**src/rtl/load_size_handler.sv**
```systemverilog
// Load size handler: issues one memory read per start, waits MEM_LATENCY cycles,
// then extracts and sign/zero-extends a byte, halfword or word. Optional: MISALIGN_TRAP_EN.
//
// state | meaning
// IDLE  | waiting for start; sel/addr_lo latched on start
// REQ   | mem_rd asserted for one cycle, latency counter loaded
// WAIT  | counting down; capture and extract when counter reaches 1
// DONE  | done pulse, data_out holds the result
// FAULT | (MISALIGN_TRAP_EN only) done+misaligned pulse, no memory access
module load_size_handler #(
    parameter int MEM_LATENCY = 1,
    parameter int DATA_W      = 32
) (
    input  logic              clk,
    input  logic              reset,
    input  logic              start,
    input  logic [2:0]        sel,
    input  logic [1:0]        addr_lo,
    output logic              mem_rd,
    input  logic [DATA_W-1:0] mem_data,
    output logic [DATA_W-1:0] data_out,
    output logic              busy,
    output logic              done,
    output logic              misaligned
);

    generate
        if (DATA_W != 32) begin : g_bad_width
            $error("load_size_handler: DATA_W must be 32");
        end
        if (MEM_LATENCY < 1 || MEM_LATENCY > 15) begin : g_bad_latency
            $error("load_size_handler: MEM_LATENCY must be 1..15");
        end
    endgenerate

    typedef enum logic [2:0] {
        IDLE  = 3'd0,
        REQ   = 3'd1,
        WAIT  = 3'd2,
`ifdef MISALIGN_TRAP_EN
        FAULT = 3'd4,
`endif
        DONE  = 3'd3
    } state_t;

    localparam logic [2:0] SEL_LB  = 3'b000;
    localparam logic [2:0] SEL_LH  = 3'b010;
    localparam logic [2:0] SEL_LBU = 3'b011;
    localparam logic [2:0] SEL_LHU = 3'b100;

    state_t      state;
    state_t      state_next;
    logic [3:0]  cnt;
    logic [2:0]  sel_q;
    logic [1:0]  addr_q;
    logic        capture;
    logic [7:0]  byte_sel;
    logic [15:0] half_sel;
    logic [31:0] extracted;

    always_comb begin
        state_next = state;
        case (state)
            IDLE: begin
                if (start) begin
`ifdef MISALIGN_TRAP_EN
                    if (((sel == SEL_LH || sel == SEL_LHU) && addr_lo[0]) ||
                        ((sel == 3'b001 || sel > SEL_LHU) && addr_lo != 2'b00)) begin
                        state_next = FAULT;
                    end else begin
                        state_next = REQ;
                    end
`else
                    state_next = REQ;
`endif
                end
            end
            REQ:  state_next = WAIT;
            WAIT: begin
                if (cnt == 4'd1) begin
                    state_next = DONE;
                end
            end
            DONE: state_next = IDLE;
`ifdef MISALIGN_TRAP_EN
            FAULT: state_next = IDLE;
`endif
            default: state_next = IDLE;
        endcase
    end

    assign capture = (state == WAIT) && (cnt == 4'd1);
    assign mem_rd  = (state == REQ);
    assign busy    = (state != IDLE);
`ifdef MISALIGN_TRAP_EN
    assign done       = (state == DONE) || (state == FAULT);
    assign misaligned = (state == FAULT);
`else
    assign done       = (state == DONE);
    assign misaligned = 1'b0;
`endif

    // Lane selection uses the latched offset; upper halfword chosen by addr_q[1] only.
    always_comb begin
        byte_sel  = 8'h00;
        half_sel  = 16'h0000;
        extracted = mem_data;
        case (addr_q)
            2'd0:    byte_sel = mem_data[7:0];
            2'd1:    byte_sel = mem_data[15:8];
            2'd2:    byte_sel = mem_data[23:16];
            default: byte_sel = mem_data[31:24];
        endcase
        half_sel = addr_q[1] ? mem_data[31:16] : mem_data[15:0];
        case (sel_q)
            SEL_LB:  extracted = {{24{byte_sel[7]}}, byte_sel};
            SEL_LBU: extracted = {24'h000000, byte_sel};
            SEL_LH:  extracted = {{16{half_sel[15]}}, half_sel};
            SEL_LHU: extracted = {16'h0000, half_sel};
            default: extracted = mem_data;
        endcase
    end

    always_ff @(posedge clk) begin
        if (reset) begin
            state    <= IDLE;
            cnt      <= 4'd0;
            sel_q    <= 3'd0;
            addr_q   <= 2'd0;
            data_out <= '0;
        end else begin
            state <= state_next;
            if (state == IDLE && start) begin
                sel_q  <= sel;
                addr_q <= addr_lo;
            end
            if (state == REQ) begin
                cnt <= 4'(MEM_LATENCY);
            end else if (state == WAIT) begin
                cnt <= cnt - 4'd1;
            end
            if (capture) begin
                data_out <= extracted;
            end
        end
    end

endmodule

```
**config.mk**
```make
export PLATFORM = sky130hd
export DESIGN_NAME = load_size_handler
export DESIGN_NICKNAME = d
export VERILOG_FILES = /design/src/rtl/load_size_handler.sv
export SDC_FILE = /design/constraint.sdc
export NUM_CORES = 1
export LEC_CHECK = 0
export ABC_AREA = 0
export CAP_MARGIN = 20
export CORE_MARGIN = 2
export CORE_UTILIZATION = 46
export DETAILED_ROUTE_END_ITERATION = 7
export DONT_BUFFER_PORTS = 1
export GPL_ROUTABILITY_DRIVEN = 0
export GPL_TIMING_DRIVEN = 0
export PLACE_DENSITY = 0.64
export SLEW_MARGIN = 10
export SYNTH_ARGS = -nofsm -noshare
export SYNTH_HDL_FRONTEND = slang
export SYNTH_SLANG_ARGS = --single-unit
```
**constraint.sdc**
```tcl
create_clock -name clk -period 2.3 [get_ports clk]
set_clock_uncertainty 0.15 [all_clocks]
set_input_delay 0.115 -clock clk [delete_from_list [all_inputs] [get_ports clk]]
set_output_delay 0.115 -clock clk [all_outputs]
set_load 0.005 [all_outputs]
```
# Word level (Yosys, flattened, before mapping)
# Index checks and enable logic that the tools add are counted.
# word_totals
ff_bits	44
latch_bits	0
ram_bits	0
rom_bits	0
in_bits	40
output_inout_bits	36
elab_cells	35
mem_count	0
# op_classes
n_addsub	1
multipliers	0
n_div	0
order_cmp	0
eq_ne	11
n_shift	0
n_mux	8
bitwise	0
reduce_logical	9
# op_table
operator	count
$pmux W32 S4	1
$pmux W8 S3	1
$mux W16	1
$eq A3 B2 Y1 const B	4
$pmux W3 S3	1
$logic_not A3 Y1	2
$mux W3	2
$eq A4 B1 Y1 const B	1
$ne A2 B2 Y1 const B	2
$sub A4 B1 Y4 const B	1
$eq A3 B1 Y1 const B	1
$eq A3 B3 Y1 const B	1
$reduce_bool A3 Y1	1
$eq A2 B1 Y1 const B	1
$eq A2 B2 Y1 const B	1
$logic_and A1 B1 Y1	2
$logic_not A2 Y1	1
$mux W1	2
$reduce_and A2 Y1	1
$reduce_bool A2 Y1	1
$reduce_or A2 Y1	1

# Longest topological paths before layout
# Gate-level depths: netlist of the first run.
# depth
word_depth	3
ltp_mapped	8
ltp_nobuf	6

# Least setup slack after synthesis of the first run
# Ideal clock, no wire load.
# synth_timing
path_kind	register to register
from	register addr_q[0]
to	register data_out[16]
setup_ns	0.146
t_arrival_ns	1.591
required_ns	2.004
slack_ns	0.413
stages_incl_launch_ff	8
path_buffers	2
period_less_slack_ns	1.887
path_cell_list	dfxtp_1 -> buf_6 -> mux4_2 -> nor2_2 -> a2111oi_4 -> nor2_4 -> buf_6 -> a211oi_2
# synth_via
elab_chain_cells	3
elab_cells_between_ends	5
classes_between	2 x eq/ne; 2 x mux; 1 x reduce/logical
# synth_rtl
element	line	rtl
start: declaration	55	logic [1:0] addr_q;
start signal: assignment	135	addr_q <= addr_lo;
$eq A2 B2 Y1, or another cell as far along	108	case (addr_q)
$pmux W8 S3 *	108	
$pmux W32 S4 *	115	case (sel_q)
end signal: assignment	143	data_out <= extracted;
end: declaration	21	output logic [DATA_W-1:0] data_out,
# Every way passes the cells marked *; elsewhere a longest branch is shown, timed or not.
# A chain may end at the register's enable or synchronous reset.

# Worst setup path in the final report of the first run
# layout_timing
from	register sel_q[1]
to	register data_out[6]
# layout_via
elab_chain_cells	2
elab_cells_between_ends	5
classes_between	3 x eq/ne; 1 x mux; 1 x reduce/logical
# layout_rtl
element	line	rtl
start: declaration	54	logic [2:0] sel_q;
start signal: assignment	134	sel_q <= sel;
$eq A3 B3 Y1, or another cell as far along	115	
$pmux W32 S4 *	115	
# Marks and branches as above.

==> results of run 1 <==
[through the flow]
step | instances | instance area, um2 | worst slack (ps)
after floorplan | 332 | 2680 | 413
after global placement | 404 | 2770 | -7.68
after detailed placement | 404 | 2770 | -67.5
after CTS | 452 | 3320 | 63.7
after global routing | 452 | 3350 | 10.1
final | 452 | 3350 | 159
[worst max-delay path by stage]
| stage | endpoint | slack (ps) |
|---|---|---|
| finish | data_out[6]$_SDFFE_PP0P_ | 160 |
| floorplan | data_out[16]$_SDFFE_PP0P_ | 410 |
| global placement | data_out[12]$_SDFFE_PP0P_ | -8 |
| CTS | data_out[1]$_SDFFE_PP0P_ | 60 |
| detailed placement | data_out[11]$_SDFFE_PP0P_ | -70 |
| global route | data_out[26]$_SDFFE_PP0P_ | 10 |
[state kept, by name, indices dropped and copies added (netlist names)]
signal and flops:
cnt 4, sel_q 3, addr_q 2, data_out 32, state 2
[where the power goes]
part	internal, mW	switching (mW)	total (mW)
logic	0.482	0.671	1.15
clock network	0.434	0.302	0.736
registers	0.864	0.0966	0.961
[layout make-up]
type / instances / area [um2] / area share
clock buffers: 5 / 68.8 / 0.0206
multi-input cells: 246 / 1660 / 0.497
plain buffers: 26 / 126 / 0.0378
repair buffers: 41 / 410 / 0.123
flip-flops and latches: 43 / 861 / 0.257
inverters: 16 / 60.1 / 0.0180
clock inverters: 3 / 67.6 / 0.0202
well taps: 72 / 90.1 / 0.0269
[cell usage in the layout, fill, tap and decap left out, types with 6 or more instances in the layout]
| cell type | instances |
|---|---|
| o22a_1 | 7 |
| a21oi_1 | 12 |
| a211oi_1 | 8 |
| nor2_1 | 34 |
| inv_1 | 16 |
| ha_1 | 6 |
| clkbuf_1 | 11 |
| a22oi_1 | 15 |
| nand2_1 | 48 |
| nand3_1 | 14 |
| o32a_1 | 6 |
| o22ai_1 | 7 |
| a311oi_1 | 7 |
| mux2i_1 | 21 |
| dlygate4sd3_1 | 41 |
| a211oi_2 | 10 |
| nor3_1 | 6 |
| nand2b_1 | 6 |
| a32oi_1 | 7 |
| dfxtp_1 | 43 |
[layer usage]
metal | vias up | part of all wire
met5 | - | 0
met4 | 0 | 0.016
met3 | 16 | 0.10
met2 | 154 | 0.45
met1 | 1316 | 0.43
li1 | 1306 | -
[what timing repair did]
action	in CTS	in global routing
gates resized for setup	3	10
hold endpoints to repair	37	0
endpoints found under the setup margin	21	25
hold buffers	41	0
[cell families (layout without fill, tap and decap cells)]
family,Yosys count,after routing,synth area share
AND/OR/NAND/NOR,122,122,0.201
AO/OA/AOI/OAI,93,93,0.286
flip-flops,43,43,0.321
buffers and inverters,43,91,0.0690
multiplexers,22,22,0.0868
adder cells (fa/ha/maj),6,6,0.0280
XOR/XNOR,2,2,0.00653
other,1,1,0.00140
[critical path, stage by stage, from the launching register on]
cell,delay (ps)
dfxtp_1,380
buf_2,250
clkbuf_1,470
clkbuf_2,340
o2111ai_1,150
a21oi_1,180
o22ai_1,90
==> flow_summary.ini, run 1 <==
[run]
cap_violations = 0

[yosys]
yosys.cell_types.count = 47
yosys.area.top_type = dfxtp_1
synth_top_area_frac = 0.321
netlist_top_cells_area = dfxtp_1 (32%), mux2i_1 (7.8%), nand2_1 (6.7%), nor2_1 (4.9%), a211oi_2 (4.7%)
synthFlopType = dfxtp_1
synth_warnings = 0
synthTopCellsByCount = nand2_1 (48), dfxtp_1 (43), nor2_1 (35)
ys_seq_elements = 43
synthMostInstantiatedCell = nand2_1
synth_edf_count = 0
netlist_instances = 332
avgSynthCellArea_um2 = 8.08
syn_nets = 378
ys_async_sr_fraction = 0
synth_area_mm2 = 0.00268
ys_seq_area_frac = 0.321

[grt]
overflow = 0
use_met1 = 0.371
grt_max_degree = 15
grt.total_usage = 0.280
grt_pass1_vias = 2589
grt.busiest_layer = met2
use_met2 = 0.437
grt_pass1_wl_um = 13800
antenna_found_initial = 0
met3_usage = 0.0831

[worst_setup_path]
crit_type = reg2reg
worstRegToRegCells = 6
reg2reg_to = data_out[6]$_SDFFE_PP0P_
crit_arrival_ps = 2170
critPathLaunch = sel_q[1]$_SDFFE_PP0P_
start_kind = flop
crit_fanout = 10
reg2reg_from = sel_q[1]$_SDFFE_PP0P_
rrSetupSlack_ps = 160
endpoint_kind = flop
required_ps = 2330

[layout]
layout-drive-gt1-share = 0.108
fin_util = 0.600
n_antenna_cell = 0
layout.nets = 425
n_fill_cell = 521
area_growth_pct = 24.7

[cts]
post_cts_buffers = 0
clk_latency_ps = 310
clk_pin_slew_worst_paths_ps = 90
cts_tree = built
root_buffer = clkbuf_8
max-clock-path-buffers = 2
cts_sinks = 43
cts_buffers = 5
ctsHtreeMaxLevel = 2

[detailed_routing]
vias = 2792
route.detailed.vias_per_inst = 6.18
ant_nets = 0
drc = 0
drtIter0Drc = 285
routed_wl_um = 8880
wl_per_cell_um = 19.6
dr.pass1.iters = 5

[sta]
fmax_ghz = 0.467
tns_ps = 0
max_slew_margin = 0.528
slew_violations = 0
tightest_slew_ps = 708
min_period_ps = 2140
fin_crit_sh = 0.931
rsz0062_at_grt = false
holdWs_ps = 0.931
hold_viol = 0
finalSetupViolations = 0

[place]
port_buffers = 0
dp_hpwl_um = 5760

[power]
fin_total_pwr_mw = 2.85
ir_drop_v = 0.000609
p_per_area_mw_per_mm2 = 852
p_leak_nw = 1.13

[floorplan]
die_y_um = 80.4
initial_core_util = 0.481
io_pins = 76
die_x_um = 80.4
rows = 27
core_mm2 = 0.00557
fp.dieArea_mm2 = 0.00646

[min_path]
hold_class = in2reg
hold_depth = 3
min_to = data_out[1]$_SDFFE_PP0P_
worstHoldStart = mem_data[17]

[outcome]
status = completed
Power figures use the tool's default switching activity.
==> run 2: changes to the inputs <==
--- a/config.mk
+++ b/config.mk
@@ -13,7 +13,6 @@
 export DONT_BUFFER_PORTS = 1
 export GPL_ROUTABILITY_DRIVEN = 0
 export GPL_TIMING_DRIVEN = 0
-export PLACE_DENSITY = 0.64
 export SLEW_MARGIN = 10
 export SYNTH_ARGS = -nofsm -noshare
 export SYNTH_HDL_FRONTEND = slang
==> run 2 against run 1 <==
  * Cell area decreased by 1.8%
  * Combinational power about the same
  * Utilization decreased by 1.1 points
  * Critical endpoint unchanged
  * Clock-buffer cell count increased by 1
  * The run now ends with setup timing left
  * Flip-flop and latch count unchanged
  * Largest power group unchanged
  * Critical path depth increased by 1
==> flow_summary.ini, run 2 (same netlist as run 1, synthesis figures left out) <==
[outcome]
status = finished, violations left
violations = setup timing

[detailed_routing]
vias = 2699
route.detailed.vias_per_inst = 5.98
routed_wl_um = 8610
drc = 0
ant_nets = 0
met2_wirelength_um = 3880
drtIter0Drc = 246
wl_per_cell_um = 19.1
dr.pass1.iters = 4
wl_met1_um = 3690
wl_met3_um = 897
topRoutingLayerUsed = met4

[layout]
fin_area_mm2 = 0.00329
layout-drive-gt1-share = 0.0818
regMostFlops = data_out
layout.nets = 425
reg_top3 = data_out x32, cnt x4, sel_q x3
area_growth_pct = 22.5
final_common_cell = nand2_1
n_antenna_cell = 0
largest_register_ffs = 32
fin_util = 0.589
final_cell_mix = nand2_1 (48), dfxtp_1 (43), dlygate4sd3_1 (41)

[run]
cap_violations = 0

[cts]
max-clock-path-buffers = 2
cts_sinks = 43
root_buffer = clkbuf_8
cts_tree = built
clk_pin_slew_worst_paths_ps = 80
ctsHtreeMaxLevel = 2
cts_buffers = 5
clk_latency_ps = 290

[grt]
grt_pass1_wl_um = 13400
grt_pass1_vias = 2667
overflow = 0
grt.total_usage = 0.272
grt_max_degree = 13
antenna_found_initial = 0

[worst_setup_path]
crit_type = reg2reg
start_kind = flop
required_ps = 2360
endpoint_kind = flop
rrSetupSlack_ps = -20
worstRegToRegCells = 7
reg2reg_to = data_out[6]$_SDFFE_PP0P_
crit_arrival_ps = 2380
crit_fanout = 10
reg2reg_from = state[0]$_SDFFE_PP0P_

[floorplan]
fp.dieArea_mm2 = 0.00646
core_mm2 = 0.00557
rows = 27
die_x_um = 80.4
die_y_um = 80.4
initial_core_util = 0.481
io_pins = 76

[place]
port_buffers = 0
placed_area_mm2 = 0.00277
place_ws_ps = -13.2
dp_hpwl_um = 5830

[min_path]
min_to = data_out[5]$_SDFFE_PP0P_
hold_depth = 3
worstHoldStart = mem_data[21]
hold_class = in2reg

[sta]
finalSetupViolations = 1
tns_ps = -22.6
hold_viol = 0
slew_violations = 0
rsz0062_at_grt = true
holdWs_ps = 9.77
worst_slack_ps = -22.6
max_slew_margin = 0.409
fin_crit_sh = 1.01
fmax_ghz = 0.431
min_period_ps = 2320
tightest_slew_ps = 880

[power]
p_per_area_mw_per_mm2 = 809
p_leak_nw = 1.10
ir_drop_v = 0.000631
[run 2: power breakdown]
part / switching [mW] / leakage, nW / internal, mW
sequential: 0.0977 / 0.348 / 0.864
clock: 0.254 / 0.0513 / 0.319
combinational: 0.649 / 0.702 / 0.475
total: 1.00 / 1.10 / 1.66
[run 2: worst max-delay path by stage]
stage	from	to	slack (ps)	depth (start not counted)
3_3_place_gp	state[0]$_SDFFE_PP0P_	data_out[15]$_SDFFE_PP0P_	-7	7
4_1_cts	state[0]$_SDFFE_PP0P_	data_out[6]$_SDFFE_PP0P_	40	7
2_1_floorplan	addr_q[0]$_SDFFE_PP0P_	data_out[16]$_SDFFE_PP0P_	410	7
3_5_place_dp	state[0]$_SDFFE_PP0P_	data_out[3]$_SDFFE_PP0P_	-10	8
5_1_grt	state[0]$_SDFFE_PP0P_	data_out[8]$_SDFFE_PP0P_	-180	6
6_report	state[0]$_SDFFE_PP0P_	data_out[6]$_SDFFE_PP0P_	-20	7
[run 2: through the flow]
step	std cells	total power, mW
after CTS	451	2.66
final	451	2.66
after floorplan	332	1.79
after detailed placement	404	2.00
after global placement	404	1.98
after global routing	451	2.84
[run 2: per-layer routing]
metal | track usage | vias to the layer above
li1 | - | 1300
met5 | 0.0364 | -
met3 | 0.0798 | 15
met2 | 0.436 | 123
met4 | 0.0695 | 0
met1 | 0.354 | 1261
[run 2: repair_timing]
action | 4_1_cts | 5_1_grt
buffers inserted | 0 | 0
endpoints found under the setup margin | 10 | 31
resized for setup | 0 | 3
hold endpoints to repair | 36 | 0
hold buffers | 41 | 0
[run 2: cell type report]
class,count,area [um2]
plain buffers,26,123
clock buffers,6,72.6
clock inverters,1,30.0
fillers,546,2290
inverters,16,60.1
multi-input cells,246,1640
flip-flops and latches,43,861
well taps,72,90.1
repair buffers,41,410
[run 2: critical path: stages, from the launching register on]
cell      delay [ps]
dfxtp_1          350
inv_1             90
ha_1             290
nand3_1          190
clkbuf_1         300
nor2_1           490
o221ai_1         220
o22ai_1          160
